File: src/rtl/key_event_poller.sv
// key_event_poller
//   Avalon-MM master for the key PIO. At a fixed interval it reads the PIO
//   edge-capture register (addr 3). If any key edge was captured, it clears
//   the register and queues a timestamped event in a small FIFO.
//
//   Optional feature macro: KEY_POLL_LEVEL_EN
//     defined   : also read the PIO data register (addr 0) after the clear
//                 and store the key levels with each event.
//     undefined : no level read and no level storage; evt_level_o reads 0.
//
// Ports
//   clk_i, reset_n_i        clock, async active-low reset
//   poll_en_i               enable periodic polling
//   avm_*                   Avalon-MM master towards the PIO (readdata 1-cycle latency)
//   evt_valid_o/evt_ready_i FIFO head handshake (pop on valid & ready)
//   evt_keys_o/level_o/ts_o head event payload
//   ovf_o, ovf_clr_i        sticky drop flag and its clear (a drop wins)
//   busy_o                  transaction in progress
module key_event_poller #(
   parameter int NUM_KEYS   = 2,
   parameter int POLL_DIV   = 50000,
   parameter int FIFO_DEPTH = 4,
   parameter int TS_W       = 16
) (
   input  logic                clk_i,
   input  logic                reset_n_i,
   input  logic                poll_en_i,
   output logic [1:0]          avm_address_o,
   output logic                avm_chipselect_o,
   output logic                avm_write_n_o,
   output logic [31:0]         avm_writedata_o,
   input  logic [31:0]         avm_readdata_i,
   output logic                evt_valid_o,
   input  logic                evt_ready_i,
   output logic [NUM_KEYS-1:0] evt_keys_o,
   output logic [NUM_KEYS-1:0] evt_level_o,
   output logic [TS_W-1:0]     evt_ts_o,
   output logic                ovf_o,
   input  logic                ovf_clr_i,
   output logic                busy_o
);

   localparam int TMR_W = $clog2(POLL_DIV);
   localparam int PTR_W = $clog2(FIFO_DEPTH);
   localparam int CNT_W = PTR_W + 1;
   localparam logic [TMR_W-1:0] RELOAD = TMR_W'(POLL_DIV - 1);

`ifdef KEY_POLL_LEVEL_EN
   typedef enum logic [2:0] {S_IDLE, S_RD_EDGE, S_RD_WAIT, S_CLR,
                             S_RD_LVL, S_LVL_WAIT, S_PUSH} state_e;
`else
   typedef enum logic [2:0] {S_IDLE, S_RD_EDGE, S_RD_WAIT, S_CLR, S_PUSH} state_e;
`endif

   state_e              state_q, state_d;
   logic [TMR_W-1:0]    timer_q, timer_d;
   logic                poll_tick;
   logic [TS_W-1:0]     ts_q;
   logic [1:0]          addr_q, addr_d;
   logic                cs_q, cs_d, wn_q, wn_d;
   logic [NUM_KEYS-1:0] edges_q;
   logic [TS_W-1:0]     tsamp_q;
   logic [NUM_KEYS-1:0] rd_keys;
   logic                unused_rd;

   logic [FIFO_DEPTH-1:0][NUM_KEYS-1:0] keys_mem_q;
   logic [FIFO_DEPTH-1:0][TS_W-1:0]     ts_mem_q;
   logic [PTR_W-1:0]    wr_ptr_q, rd_ptr_q;
   logic [CNT_W-1:0]    count_q, count_d;
   logic                push, pop, push_ok, drop;
   logic                ovf_q;

   assign rd_keys   = avm_readdata_i[NUM_KEYS-1:0];
   assign unused_rd = ^avm_readdata_i;

   // The timer runs in every state while enabled so that poll starts stay
   // exactly POLL_DIV cycles apart; a transaction is always shorter than
   // POLL_DIV, so the FSM is back in IDLE when the timer expires.
   always_comb begin
      timer_d   = timer_q;
      poll_tick = 1'b0;
      if (!poll_en_i) begin
         timer_d = RELOAD;
      end else if (timer_q == '0) begin
         timer_d   = RELOAD;
         poll_tick = 1'b1;
      end else begin
         timer_d = timer_q - TMR_W'(1);
      end
   end

   // Next state
   always_comb begin
      state_d = state_q;
      case (state_q)
         S_IDLE:    if (poll_tick) state_d = S_RD_EDGE;
         S_RD_EDGE: state_d = S_RD_WAIT;
         S_RD_WAIT: state_d = (rd_keys == '0) ? S_IDLE : S_CLR;
`ifdef KEY_POLL_LEVEL_EN
         S_CLR:      state_d = S_RD_LVL;
         S_RD_LVL:   state_d = S_LVL_WAIT;
         S_LVL_WAIT: state_d = S_PUSH;
`else
         S_CLR:      state_d = S_PUSH;
`endif
         S_PUSH:    state_d = S_IDLE;
         default:   state_d = S_IDLE;
      endcase
   end

   // Avalon outputs are decoded from the next state and registered, so they
   // are glitch-free and valid for the whole cycle of the state they belong to.
   always_comb begin
      addr_d = 2'd0;
      cs_d   = 1'b0;
      wn_d   = 1'b1;
      case (state_d)
         S_RD_EDGE: begin addr_d = 2'd3; cs_d = 1'b1; end
         S_RD_WAIT: addr_d = 2'd3;
         S_CLR:     begin addr_d = 2'd3; cs_d = 1'b1; wn_d = 1'b0; end
`ifdef KEY_POLL_LEVEL_EN
         S_RD_LVL:  cs_d = 1'b1;
`endif
         default: ;
      endcase
   end

   // FIFO control: a push into a full FIFO is only accepted if a pop frees
   // the head in the same cycle.
   assign push    = (state_q == S_PUSH);
   assign pop     = evt_ready_i && (count_q != '0);
   assign push_ok = push && ((count_q < CNT_W'(FIFO_DEPTH)) || pop);
   assign drop    = push && !push_ok;

   always_comb begin
      count_d = count_q;
      case ({push_ok, pop})
         2'b10:   count_d = count_q + CNT_W'(1);
         2'b01:   count_d = count_q - CNT_W'(1);
         default: ;
      endcase
   end

   always_ff @(posedge clk_i or negedge reset_n_i) begin
      if (!reset_n_i) begin
         state_q  <= S_IDLE;
         timer_q  <= RELOAD;
         ts_q     <= '0;
         addr_q   <= 2'd0;
         cs_q     <= 1'b0;
         wn_q     <= 1'b1;
         edges_q  <= '0;
         tsamp_q  <= '0;
         wr_ptr_q <= '0;
         rd_ptr_q <= '0;
         count_q  <= '0;
         ovf_q    <= 1'b0;
      end else begin
         state_q <= state_d;
         timer_q <= timer_d;
         ts_q    <= ts_q + TS_W'(1);
         addr_q  <= addr_d;
         cs_q    <= cs_d;
         wn_q    <= wn_d;
         if (state_q == S_RD_WAIT) begin
            edges_q <= rd_keys;
            tsamp_q <= ts_q;
         end
         if (push_ok) wr_ptr_q <= wr_ptr_q + PTR_W'(1);
         if (pop)     rd_ptr_q <= rd_ptr_q + PTR_W'(1);
         count_q <= count_d;
         // A drop in the same cycle as a clear leaves the flag set.
         if (drop)           ovf_q <= 1'b1;
         else if (ovf_clr_i) ovf_q <= 1'b0;
      end
   end

   // Event storage needs no reset; entries are only visible once counted.
   always_ff @(posedge clk_i) begin
      if (push_ok) begin
         keys_mem_q[wr_ptr_q] <= edges_q;
         ts_mem_q[wr_ptr_q]   <= tsamp_q;
      end
   end

`ifdef KEY_POLL_LEVEL_EN
   logic [NUM_KEYS-1:0]                 lvl_q;
   logic [FIFO_DEPTH-1:0][NUM_KEYS-1:0] lvl_mem_q;

   always_ff @(posedge clk_i or negedge reset_n_i) begin
      if (!reset_n_i)                 lvl_q <= '0;
      else if (state_q == S_LVL_WAIT) lvl_q <= rd_keys;
   end

   always_ff @(posedge clk_i) begin
      if (push_ok) lvl_mem_q[wr_ptr_q] <= lvl_q;
   end

   assign evt_level_o = lvl_mem_q[rd_ptr_q];
`else
   assign evt_level_o = '0;
`endif

   assign avm_address_o    = addr_q;
   assign avm_chipselect_o = cs_q;
   assign avm_write_n_o    = wn_q;
   assign avm_writedata_o  = 32'd0;
   assign evt_valid_o      = (count_q != '0);
   assign evt_keys_o       = keys_mem_q[rd_ptr_q];
   assign evt_ts_o         = ts_mem_q[rd_ptr_q];
   assign ovf_o            = ovf_q;
   assign busy_o           = (state_q != S_IDLE);

endmodule
File: config.mk
export PLATFORM = sky130hd
export DESIGN_NAME = key_event_poller
export DESIGN_NICKNAME = d
export VERILOG_FILES = /design/src/rtl/key_event_poller.sv
export SDC_FILE = /design/constraint.sdc
export NUM_CORES = 1
export LEC_CHECK = 0
export ABC_AREA = 1
export CORE_UTILIZATION = 45
export CTS_BUF_LIST = sky130_fd_sc_hd__clkbuf_4 sky130_fd_sc_hd__clkbuf_8
export CTS_CLUSTER_DIAMETER = 150
export DETAILED_ROUTE_END_ITERATION = 16
export PLACE_DENSITY = 0.72
export SLEW_MARGIN = 30
export SYNTH_ARGS = -nofsm -noshare
export SYNTH_HDL_FRONTEND = slang
export SYNTH_SLANG_ARGS = --single-unit
File: constraint.sdc
create_clock -name clk_i -period 1.95 [get_ports clk_i]
set_input_delay 0.195 -clock clk_i [delete_from_list [all_inputs] [get_ports clk_i]]
set_output_delay 0.195 -clock clk_i [all_outputs]
set_load 0.01 [all_outputs]
[Yosys cells after proc, flatten, opt, wreduce, memory -nomap -nowiden]
Index checks and enable logic that the tools add are counted.
Widths: inputs -> output; s select.
Storage, ports and cells
  output and inout bits: 59
  word-level logic and storage cells: 77
  register bits: 137
  input bits: 37
Cells by class
  reduce and logical (&&, ||, !) cells: 15
  muxes and demuxes: 23
  add/sub/neg operators: 6
  $lt $le $gt $ge: 4
  equality and inequality tests: 9
Operators by type and width (number)
  $bwmux 64: 1
  $mux 16: 4
  $bmux 16 s2: 1
  $demux 16 s2: 1
  $add 16x1->16 const B: 1
  $logic_not 16->1: 1
  $sub 16x1->16 const B: 1
  $eq 3x2->1 const B: 4
  $pmux 3 s4: 1
  $bwmux 8: 1
  $mux 2: 4
  $eq 3x1->1 const B: 2
  $lt 2x3->1 const B: 2
  $mux 1: 6
  $pmux 3 s2: 1
  $reduce_bool 3->1: 2
  $add 2x1->2 const B: 2
  $bmux 2 s2: 1
  $demux 2 s2: 1
  $logic_and 1x1->1: 4
  $reduce_bool 2->1: 2
  $add 3x1->3 const B: 1
  $eq 3x3->1 const B: 1
  $logic_not 3->1: 1
  other kinds (11): 11

[Logic depth before layout (Yosys ltp)]
Gate-level depths: netlist of run 1.
  word-level depth: 8
  gate-level depth with buffers: 10
  gate-level depth less buffers: 10

[Worst setup path before layout of run 1]
OpenSTA, ideal clock, no wires.
  kind: register to register
  from: register state_q[0]
  to: register keys_mem_q[0] (netlist name) (enable)
  setup time: 393 ps
  buffers on the path: 0
  stages on the path, launching flop included: 4
  data required time: 1557 ps
  path slack: -33 ps
  arrival time: 1590 ps
  clock period less this slack: 1983 ps
  cells stage by stage: dfrtp_1 > nor2_1 > o211ai_2 > nor2_1
Between the ends
  longest elaborated chain between the ends: 2
Ends and longest elaborated chain
  start: declaration: line 55  | state_e state_q, state_d;
  start signal: assignment: line 159  | state_q <= state_d;
  $eq 3x3->1: line 130  | assign push = (state_q == S_PUSH);
  $logic_and 1x1->1: line 132  | assign push_ok = push && ((count_q < CNT_W'(FIFO_DEPTH)) || pop);
  end signal: indexed assignment: line 181  | keys_mem_q[wr_ptr_q] <= edges_q;
  end: declaration: line 66  | logic [FIFO_DEPTH-1:0][NUM_KEYS-1:0] keys_mem_q;
Every way passes these cells.
A chain may end at the register's enable or synchronous reset.

[Worst setup path after layout of run 1]
  from: register rd_ptr_q[0]
  to: output port evt_ts_o[12]
Between the ends
  longest elaborated chain between the ends: 2
Ends and longest elaborated chain
  start: declaration: line 68  | logic [PTR_W-1:0] wr_ptr_q, rd_ptr_q;
  start signal: assignment: line 170  | if (pop) rd_ptr_q <= rd_ptr_q + PTR_W'(1);
  $bmux 16 s2: line 210  | assign evt_ts_o = ts_mem_q[rd_ptr_q];
  $mux 16 (implied by the code): line 210
  end: declaration: line 37  | output logic [TS_W-1:0] evt_ts_o,
Every way passes these cells. The select of a mux whose other input is x is not followed.

==> flow_metrics.py, run 1 <==
metrics = {
    "layout": {
        "drive_gt1_share_pct": 16.31,
        "multiInputGateArea_sq_um": 1733,
        "layout_common_cells": "nor2_1, nand2_1, edfxtp_1",
        "nets": 645,
        "utilization_pct": 54.12,
        "nFillCells": 1103,
        "final_common_cell": "nor2_1",
        "design_area_sq_um": 6858,
        "diodes": 0,
        "regArea_sq_um": 3777,
        "area_growth_syn_to_layout_pct": 16.67,
    },
    "synthesis": {
        "yosysTopAreaCell": "edfxtp_1",
        "avgSynthCellArea_sq_um": 10.81,
        "synthXorXnorAreaFrac_pct": 2.831,
        "yosys-top-cells-area": "edfxtp_1, dfrtp_1, nor2_1, nand2_1, buf_4",
        "syn_inst": 544,
        "ys_warn_count": 0,
        "ys_types": 33,
        "synth_seq_cells": 136,
        "synthMuxAreaShare_pct": 0,
        "synth_top_area_share_pct": 36.78,
        "synth_top_family_by_area": "simple AND/OR/NAND/NOR gates",
        "syn_area_sq_um": 5878,
        "yosys.area_share.simple_pct": 14.73,
        "synth_compound_area_share_pct": 7.748,
        "seq_area_frac_synth_pct": 64.24,
        "synth-adder-area-share_pct": 1.831,
    },
    "die": {
        "initial_utilization_pct": 46.39,
        "die_y_um": 116.3,
        "die_w_um": 116.3,
        "die-area_sq_um": 13520,
        "pin_count": 96,
        "core_area_sq_um": 12670,
        "std_cell_rows": 41,
    },
    "cts": {
        "clkTransAtPathRegs_ns": 0.07,
        "numCtsBuffers": 17,
        "h-tree-depth": 4,
        "clock_sinks": 136,
        "cts-root-buf": "clkbuf_8",
        "cts_tree": "yes",
        "clock_path_buffers": 2,
        "clk_latency_ns": 0.44,
    },
    "routing": {
        "dr.first_iter.drc_count": 301,
        "first_pass_iters": 4,
        "via_count": 3837,
        "routedWlPerCell_um": 13.50,
        "ant_nets": 0,
        "viasPerCell": 4.888,
        "drc": 0,
        "totalWireLength_mm": 10.60,
    },
    "placed_design": {
        "dpl_cell_area_sq_um": 6414,
        "hpwlAfterDp_mm": 6.750,
        "gp_congestion": 0.8593,
        "numPortBuffers": 31,
    },
    "sta": {
        "hold_viol_final": 0,
        "finalSetupViolations": 0,
        "maxSlewViolCount": 0,
        "fmax_ghz": 0.5334,
        "rsz0062_at_grt": "false",
        "min_period_ns": 1.875,
        "finalCritPeriodShare_pct": 96.14,
        "fin_worst_skew_ns": 0.006499,
    },
    "worst_setup_path": {
        "path_class": "reg2out",
        "path_max_fanout": 18,
        "setup.worst_path.start_class": "register",
        "crit_path_end_kind": "output port",
        "cp.required_ns": 1.75,
        "r2r_cells": 10,
        "r2r_end": "count_q[2]",
        "r2r_start": "count_q[0]",
        "ff2ff_setup_slack_ns": 0.20,
        "arrival_ns": 1.68,
        "cp-startpoint": "rd_ptr_q[0]",
    },
    "power": {
        "power_density_nw_per_um2": 1231,
        "ir_worst_vdd_uv": 432.1,
        "leakagePower_nw": 2.914,
    },
    "hold_path": {
        "min_path_type": "in2async",
    },
    "run": {
        "max_cap_violations": 0,
    },
    "grt": {
        "grt_overflow": 0,
        "grt_max_degree": 65,
        "grt_pass1_vias": 3636,
        "antenna_found_initial": 0,
        "grt_pass1_wl_mm": 17.41,
        "grt_use_total_pct": 17.38,
    },
    "status": {
        "run_status": "finished, final reports clean",
    },
}
-- Yosys cell counts --
master     n
clkbuf_1   8
o211ai_2   1
o21ai_0   37
nor3_4     1
nor2_2     1
nand2_1   84
buf_4     35
nand4_1    2
buf_2      1
conb_1     1
o22ai_1   18
fa_1       1
buf_6      3
o21ai_1    3
a21oi_1    5
dfstp_2   10
edfxtp_1  72
nand2_2    3
inv_2      2
nand3_1   23
inv_4      1
ha_1       7
dfrtp_1   54
nor3_1     3
nand3b_1   2
o21ai_2   11
xnor2_1    3
buf_1      2
inv_1     40
o32ai_1    1
xor2_1    16
or2_2      1
nor2_1    92
-- state kept, by name, indices dropped and copies added, names as in the netlist --
name and count:
avm_address_o 1, avm_chipselect_o 1, avm_write_n_o 1, count_q 3, edges_q 2, keys_mem_q 8, ovf_o 1, rd_ptr_q 2
state_q 3, timer_q 16, ts_mem_q 64, ts_q 16, tsamp_q 16, wr_ptr_q 2
-- kinds of logic (layout without fill, tap and decap cells) --
group                    after synthesis  after routing
XOR/XNOR                              19             19
AND/OR/NAND/NOR                      212            212
AO/OA/AOI/OAI                         76             76
adder cells (fa/ha/maj)                8              8
buffers and inverters                 92            128
other                                  1             34
flip-flops                           136            136
-- layout make-up --
class,count,area share [%]
Clock buffer,18,3.612
Clock inverter,14,2.500
Inverter,43,2.427
Multi-Input combinational cell,349,25.27
Sequential cell,136,55.08
Tap cell,172,3.138
Timing Repair Buffer,53,7.973
-- per-stage QoR --
step	power, mW	setup slack (ns)	setup TNS, ns	hold slack [ns]	instances
final	8.441	0.07523	0	0.2886	785
after global routing	8.915	0.0007396	0	0.3120	785
after CTS	8.532	0.003567	0	0.2831	785
after detailed placement	6.148	-0.06676	-0.06676	0.2379	750
after global placement	6.039	-0.009232	-0.009232	0.2349	750
after floorplan	4.971	-0.03283	-2.364	-0.1006	577
-- where the power goes --
part           internal (mW)  total (mW)  switching, mW
Clock                   1.31        2.40           1.09
Sequential              3.35        3.56          0.202
Combinational           1.06        2.48           1.43
-- repair_timing --
| action | 4_1_cts | 5_1_grt |
|---|---|---|
| hold buffers | 1 | 0 |
| setup buffers | 1 | 0 |
| endpoints found under the hold margin | 54 | 0 |
| endpoints found under the setup margin | 18 | 18 |
| resized for setup | 25 | 31 |
| cloned | 1 | 0 |
-- metal layers --
layer / GRT usage, % / share of wire (%) / up-vias / wire length, um
met4: 8.632 / 2.3 / 0 / 247
met1: 20.77 / 44 / 1868 / 4711
met2: 28.92 / 49 / 93 / 5211
li1: - / - / 1856 / -
met3: 4.878 / 4.1 / 20 / 430
met5: 0 / 0 / - / 0
-- worst max-delay path, stage by stage, from the launching register on --
cell and delay, ns:
dfrtp_2 0.46, inv_4 0.12, buf_12 0.15, nor2_1 0.05
o22ai_1 0.18, clkdlybuf4s15_1 0.27
-- worst max path at each step --
stage,endpoint
2_1_floorplan,keys_mem_q[0]
3_3_place_gp,count_q[2]
3_5_place_dp,count_q[2]
4_1_cts,evt_ts_o[14]
5_1_grt,evt_ts_o[5]
6_report,evt_ts_o[12]
(Power assumes the default switching activity.)
==> inputs of run 2 (changes only) <==
--- a/config.mk
+++ b/config.mk
@@ -6,6 +6,7 @@
 export NUM_CORES = 1
 export LEC_CHECK = 0
 export ABC_AREA = 1
+export CORE_ASPECT_RATIO = 1.25
 export CORE_UTILIZATION = 45
 export CTS_BUF_LIST = sky130_fd_sc_hd__clkbuf_4 sky130_fd_sc_hd__clkbuf_8
 export CTS_CLUSTER_DIAMETER = 150
==> run 2 against run 1 <==
Count of clock-buffer cells in the layout is 1 higher. Sequential share of layout area is 0.091 points higher. Cell area is 0.16% lower. Largest power group unchanged.
==> flow_metrics.py, run 2 (synthesized netlist as in run 1, its figures left out) <==
metrics = {
    "sta": {
        "min_period_ns": 1.866,
        "rsz0062_at_grt": "true",
        "finalSetupViolations": 0,
        "tns_ns": 0,
        "fin_worst_skew_ns": 0.01316,
        "fmax_ghz": 0.5358,
        "maxSlewViolCount": 0,
        "finalCritPeriodShare_pct": 95.71,
        "hold_viol_final": 0,
    },
    "worst_setup_path": {
        "cp-startpoint": "rd_ptr_q[0]",
        "crit_path_end_kind": "output port",
        "path_class": "reg2out",
        "r2r_start": "count_q[0]",
        "arrival_ns": 1.67,
        "setup.worst_path.start_class": "register",
        "path_max_fanout": 17,
        "cp.required_ns": 1.75,
    },
    "routing": {
        "ant_nets": 0,
        "viasPerCell": 4.854,
        "first_pass_iters": 4,
        "via_count": 3796,
        "totalWireLength_mm": 10.75,
        "drc": 0,
        "routedWlPerCell_um": 13.75,
        "dr.first_iter.drc_count": 210,
    },
    "cts": {
        "clock_path_buffers": 2,
        "clock_sinks": 136,
        "cts_tree": "yes",
        "h-tree-depth": 4,
        "clkTransAtPathRegs_ns": 0.07,
        "clk_latency_ns": 0.44,
        "cts-root-buf": "clkbuf_8",
        "numCtsBuffers": 17,
    },
    "status": {
        "run_status": "finished, final reports clean",
    },
    "power": {
        "ir_worst_vdd_uv": 528.3,
        "power_density_nw_per_um2": 1218,
        "leakagePower_nw": 2.918,
    },
    "placed_design": {
        "hpwlAfterDp_mm": 6.876,
        "numPortBuffers": 31,
        "place_inst": 746,
        "gp_congestion": 0.8342,
    },
    "layout": {
        "layout_common_cells": "nor2_1, nand2_1, edfxtp_1",
        "diodes": 0,
        "nets": 646,
        "drive_gt1_share_pct": 15.80,
        "instances_no_fill": 782,
        "area_growth_syn_to_layout_pct": 16.48,
        "final_common_cell": "nor2_1",
        "largest_reg_flops": 64,
        "largest-register": "ts_mem_q",
    },
    "die": {
        "pin_count": 96,
        "core_area_sq_um": 12720,
        "initial_utilization_pct": 46.21,
        "die-area_sq_um": 13530,
        "std_cell_rows": 46,
        "die_y_um": 129.8,
        "die_w_um": 104.2,
    },
    "grt": {
        "grt_pass1_wl_mm": 17.24,
        "grt_overflow": 0,
        "grt_use_total_pct": 16.75,
        "grt_pass1_vias": 3732,
        "grt_max_degree": 65,
        "antenna_found_initial": 0,
    },
    "run": {
        "max_cap_violations": 0,
    },
    "hold_path": {
        "min_path_type": "in2async",
    },
}
[run 2: changes by cell type in the layout (fill, tap and decap cells not counted), moves of 3 or more]
| cell | before | now |
|---|---|---|
| clkdlybuf4s15_1 | 5 | 2 |
| dlygate4sd2_1 | 3 | 8 |
| nor2_2 | 4 | 1 |
| nor2_1 | 89 | 92 |
| clkbuf_2 | 10 | 6 |
[run 2: final timing paths]
kind / endpoint / cells after the start / slack (ns)
worst min-delay path: tsamp_q[13] / 3 / 0.29
max in group asynchronous: timer_q[6] / 3 / 1.31
worst max-delay path: evt_ts_o[4] / 5 / 0.08
min in group clk_i: ovf_o / 2 / 0.33
worst min register to register: timer_q[0] / 1 / 0.47
worst max register to register: count_q[2] / 10 / 0.20
[run 2: stage by stage]
stage,instance area [sq um],setup slack (ns),hold WS (ns),utilization [%],power [mW]
after global placement,6396,-0.01192,0.2350,50.29,5.964
after floorplan,6002,-0.03283,-0.1006,-,4.971
after global routing,6847,0.004080,0.3213,53.83,8.795
final,6847,0.08362,0.2904,53.83,8.342
after CTS,6844,0.004863,0.2971,53.81,8.362
after detailed placement,6396,-0.09085,0.2418,50.29,6.078
[run 2: final cells by class]
| cell class | instances | area [sq um] |
|---|---|---|
| clock buffers | 19 | 249.0 |
| clock inverters | 13 | 153.9 |
| fillers | 1069 | 5873 |
| inverters | 43 | 168.9 |
| multi-input cells | 349 | 1735 |
| flip-flops and latches | 136 | 3777 |
| well taps | 168 | 210.2 |
| repair buffers | 54 | 551.8 |
[run 2: what timing repair did]
item                                    in CTS  in global routing
gates resized for setup                     31                 25
endpoints found under the hold margin       54                  0
pin swaps                                    1                  2
hold buffers                                 1                  0
cloned                                       1                  0
buffers inserted                             2                  0
endpoints found under the setup margin      18                 12
[run 2: report_power, final]
group / switching (mW) / internal [mW] / leakage, nW / total (mW)
combinational: 1.41 / 1.05 / 1.24 / 2.46
clock: 1.04 / 1.28 / 0.202 / 2.32
sequential: 0.210 / 3.35 / 1.48 / 3.57
total: 2.65 / 5.69 / 2.92 / 8.34
[run 2: layer usage]
metal / track usage [%] / up-vias / share of wire [%]
li1: - / 1855 / -
met1: 17.90 / 1815 / 41
met2: 31.29 / 108 / 53
met3: 4.046 / 18 / 3.9
met4: 7.983 / 0 / 1.6
met5: 0 / - / 0
[run 2: critical path: stages, from the launching register on]
cell	delay (ns)
dfrtp_2	0.48
inv_6	0.12
buf_16	0.15
nor2_1	0.06
o22ai_2	0.19
clkdlybuf4s15_2	0.25
==> inputs of run 3 (changes only) <==
--- a/config.mk
+++ b/config.mk
@@ -7,11 +7,11 @@
 export LEC_CHECK = 0
 export ABC_AREA = 1
 export CORE_ASPECT_RATIO = 1.25
-export CORE_UTILIZATION = 45
+export CORE_UTILIZATION = 30
 export CTS_BUF_LIST = sky130_fd_sc_hd__clkbuf_4 sky130_fd_sc_hd__clkbuf_8
 export CTS_CLUSTER_DIAMETER = 150
 export DETAILED_ROUTE_END_ITERATION = 16
-export PLACE_DENSITY = 0.72
+export HOLD_SLACK_MARGIN = 0.02
 export SLEW_MARGIN = 30
 export SYNTH_ARGS = -nofsm -noshare
 export SYNTH_HDL_FRONTEND = slang
==> run 3 against run 2 <==
Via count decreased by 1.2%. Sequential cell count did not move. Non-clock buffer count is 7 higher. Count of clock-buffer cells in the layout up 1. Total power rose by 0.93%. Register-to-register slack worse by 0.05 ns. Critical path depth stayed put. Sequential power barely moved. Critical endpoint is now evt_ts_o[7]. Largest power group unchanged.
==> flow_metrics.py, run 3 (synthesized netlist as in run 1, its figures left out) <==
metrics = {
    "die": {
        "die_y_um": 158.5,
        "core_area_sq_um": 18990,
        "pin_count": 96,
        "std_cell_rows": 56,
        "initial_utilization_pct": 30.96,
        "die-area_sq_um": 20160,
        "die_w_um": 127.2,
    },
    "power": {
        "leakagePower_nw": 2.945,
        "power_density_nw_per_um2": 1204,
        "ir_worst_vdd_uv": 479.0,
    },
    "placed_design": {
        "hpwlAfterDp_mm": 7.316,
        "gp_congestion": 0.7479,
        "place_inst": 845,
        "numPortBuffers": 31,
    },
    "cts": {
        "numCtsBuffers": 17,
        "clk_latency_ns": 0.42,
        "h-tree-depth": 4,
        "cts_tree": "yes",
        "cts-root-buf": "clkbuf_8",
        "clkTransAtPathRegs_ns": 0.07,
        "clock_sinks": 136,
        "clock_path_buffers": 2,
    },
    "worst_setup_path": {
        "cp.required_ns": 1.75,
        "critPathCapture": "evt_ts_o[7]",
        "path_class": "reg2out",
        "r2r_cells": 10,
        "arrival_ns": 1.69,
        "path_max_fanout": 17,
        "r2r_end": "count_q[2]",
        "ff2ff_setup_slack_ns": 0.15,
        "setup.worst_path.start_class": "register",
        "cp-startpoint": "rd_ptr_q[0]",
        "r2r_start": "count_q[0]",
        "crit_path_end_kind": "output port",
    },
    "sta": {
        "whs_ns": 0.3007,
        "fin_worst_skew_ns": 0.008521,
        "min_period_ns": 1.884,
        "fmax_ghz": 0.5307,
        "hold_viol_final": 0,
        "rsz0062_at_grt": "true",
        "maxSlewViolCount": 0,
        "maxSlewHeadroom_pct": 62.69,
        "worst-slew-pin-transition_ns": 0.5597,
        "finalCritPeriodShare_pct": 96.63,
        "finalSetupViolations": 0,
    },
    "run": {
        "max_cap_violations": 0,
    },
    "routing": {
        "drc": 0,
        "routedWlPerCell_um": 12.14,
        "viasPerCell": 4.254,
        "totalWireLength_mm": 10.71,
        "dr.first_iter.drc_count": 163,
        "first_pass_iters": 4,
        "via_count": 3752,
        "ant_nets": 0,
    },
    "grt": {
        "grt_pass1_vias": 3627,
        "grt_max_degree": 38,
        "gr-usage-met1_pct": 13.05,
        "antenna_found_initial": 0,
        "grt_pass1_wl_mm": 17.90,
        "top_usage_layer": "met2",
        "grt_overflow": 0,
        "grt.met2_usage_pct": 21.51,
        "use_met3_pct": 2.789,
        "grt_use_total_pct": 11.68,
    },
    "layout": {
        "layout_common_cells": "nor2_1, nand2_1, edfxtp_1",
        "drive_gt1_share_pct": 17.23,
        "final_common_cell": "nor2_1",
        "largest-register": "ts_mem_q",
        "nets": 653,
        "largest_reg_flops": 64,
        "instances_no_fill": 882,
        "diodes": 0,
        "nFillCells": 1863,
        "area_growth_syn_to_layout_pct": 18.94,
    },
    "status": {
        "run_status": "finished, final reports clean",
    },
    "hold_path": {
        "min_path_type": "in2async",
    },
}
-- run 3: cell types whose count changed in the layout (fill, tap and decap cells not counted), moves of 2 or more --
cell	before	now
buf_4	12	20
o21ai_1	9	6
buf_2	2	9
inv_6	2	0
o21ai_0	31	34
buf_12	7	5
clkbuf_4	2	0
clkbuf_8	17	20
dlygate4sd2_1	8	4
clkbuf_2	6	3
-- run 3: worst min path at each step --
stage	start	end	slack (ns)
CTS	reset_n_i	ts_q[8]	0.28
detailed placement	reset_n_i	tsamp_q[13]	0.21
global route	reset_n_i	tsamp_q[13]	0.33
floorplan	reset_n_i	avm_address_o[0]	-0.10
finish	reset_n_i	tsamp_q[13]	0.30
global placement	reset_n_i	tsamp_q[13]	0.21
-- run 3: final cells by class --
cell class,instances,area (sq um),area share (%)
clock inverters,12,148.9,2.130
repair buffers,61,566.8,8.107
well taps,261,326.6,4.671
flip-flops and latches,136,3779,54.04
clock buffers,20,275.3,3.937
inverters,43,166.4,2.380
multi-input cells,349,1729,24.73
-- run 3: routing by layer --
metal  up-vias  wire length (um)
met4         0               173
met3        12               311
met1      1795              4525
li1       1866                 -
met2        79              5701
met5         -                 0
-- run 3: critical path, cell delays in order (launching register included) --
cell and delay [ns]:
dfrtp_2 0.44, buf_4 0.14, buf_6 0.16, o21ai_0 0.10, o22ai_1 0.24, clkbuf_2 0.18
-- run 3: power breakdown --
part           total (mW)  switching [mW]  internal (mW)
Clock                2.39            1.04           1.36
Combinational        2.46            1.40           1.06
Sequential           3.56           0.207           3.36
-- run 3: what timing repair did --
item | in CTS | in global routing
buffers inserted | 3 | 0
hold buffers | 1 | 0
endpoints found under the hold margin | 19 | 0
gates resized for setup | 48 | 15
pin swaps | 3 | 3
setup endpoints to repair | 18 | 13
gates cloned | 1 | 0
-- run 3: metrics by stage --
step	setup WS [ns]	power (mW)	utilization, %	area [sq um]	setup TNS (ns)
6_report	0.06579	8.420	36.82	6992	0
5_1_grt	-0.008068	8.940	36.82	6992	-0.008068
4_1_cts	-0.1368	8.541	36.83	6994	-0.1368
3_5_place_dp	-0.08518	6.174	34.47	6545	-0.08518
3_3_place_gp	-0.02454	6.135	34.47	6545	-0.02454
2_1_floorplan	-0.03283	4.971	-	6002	-2.364
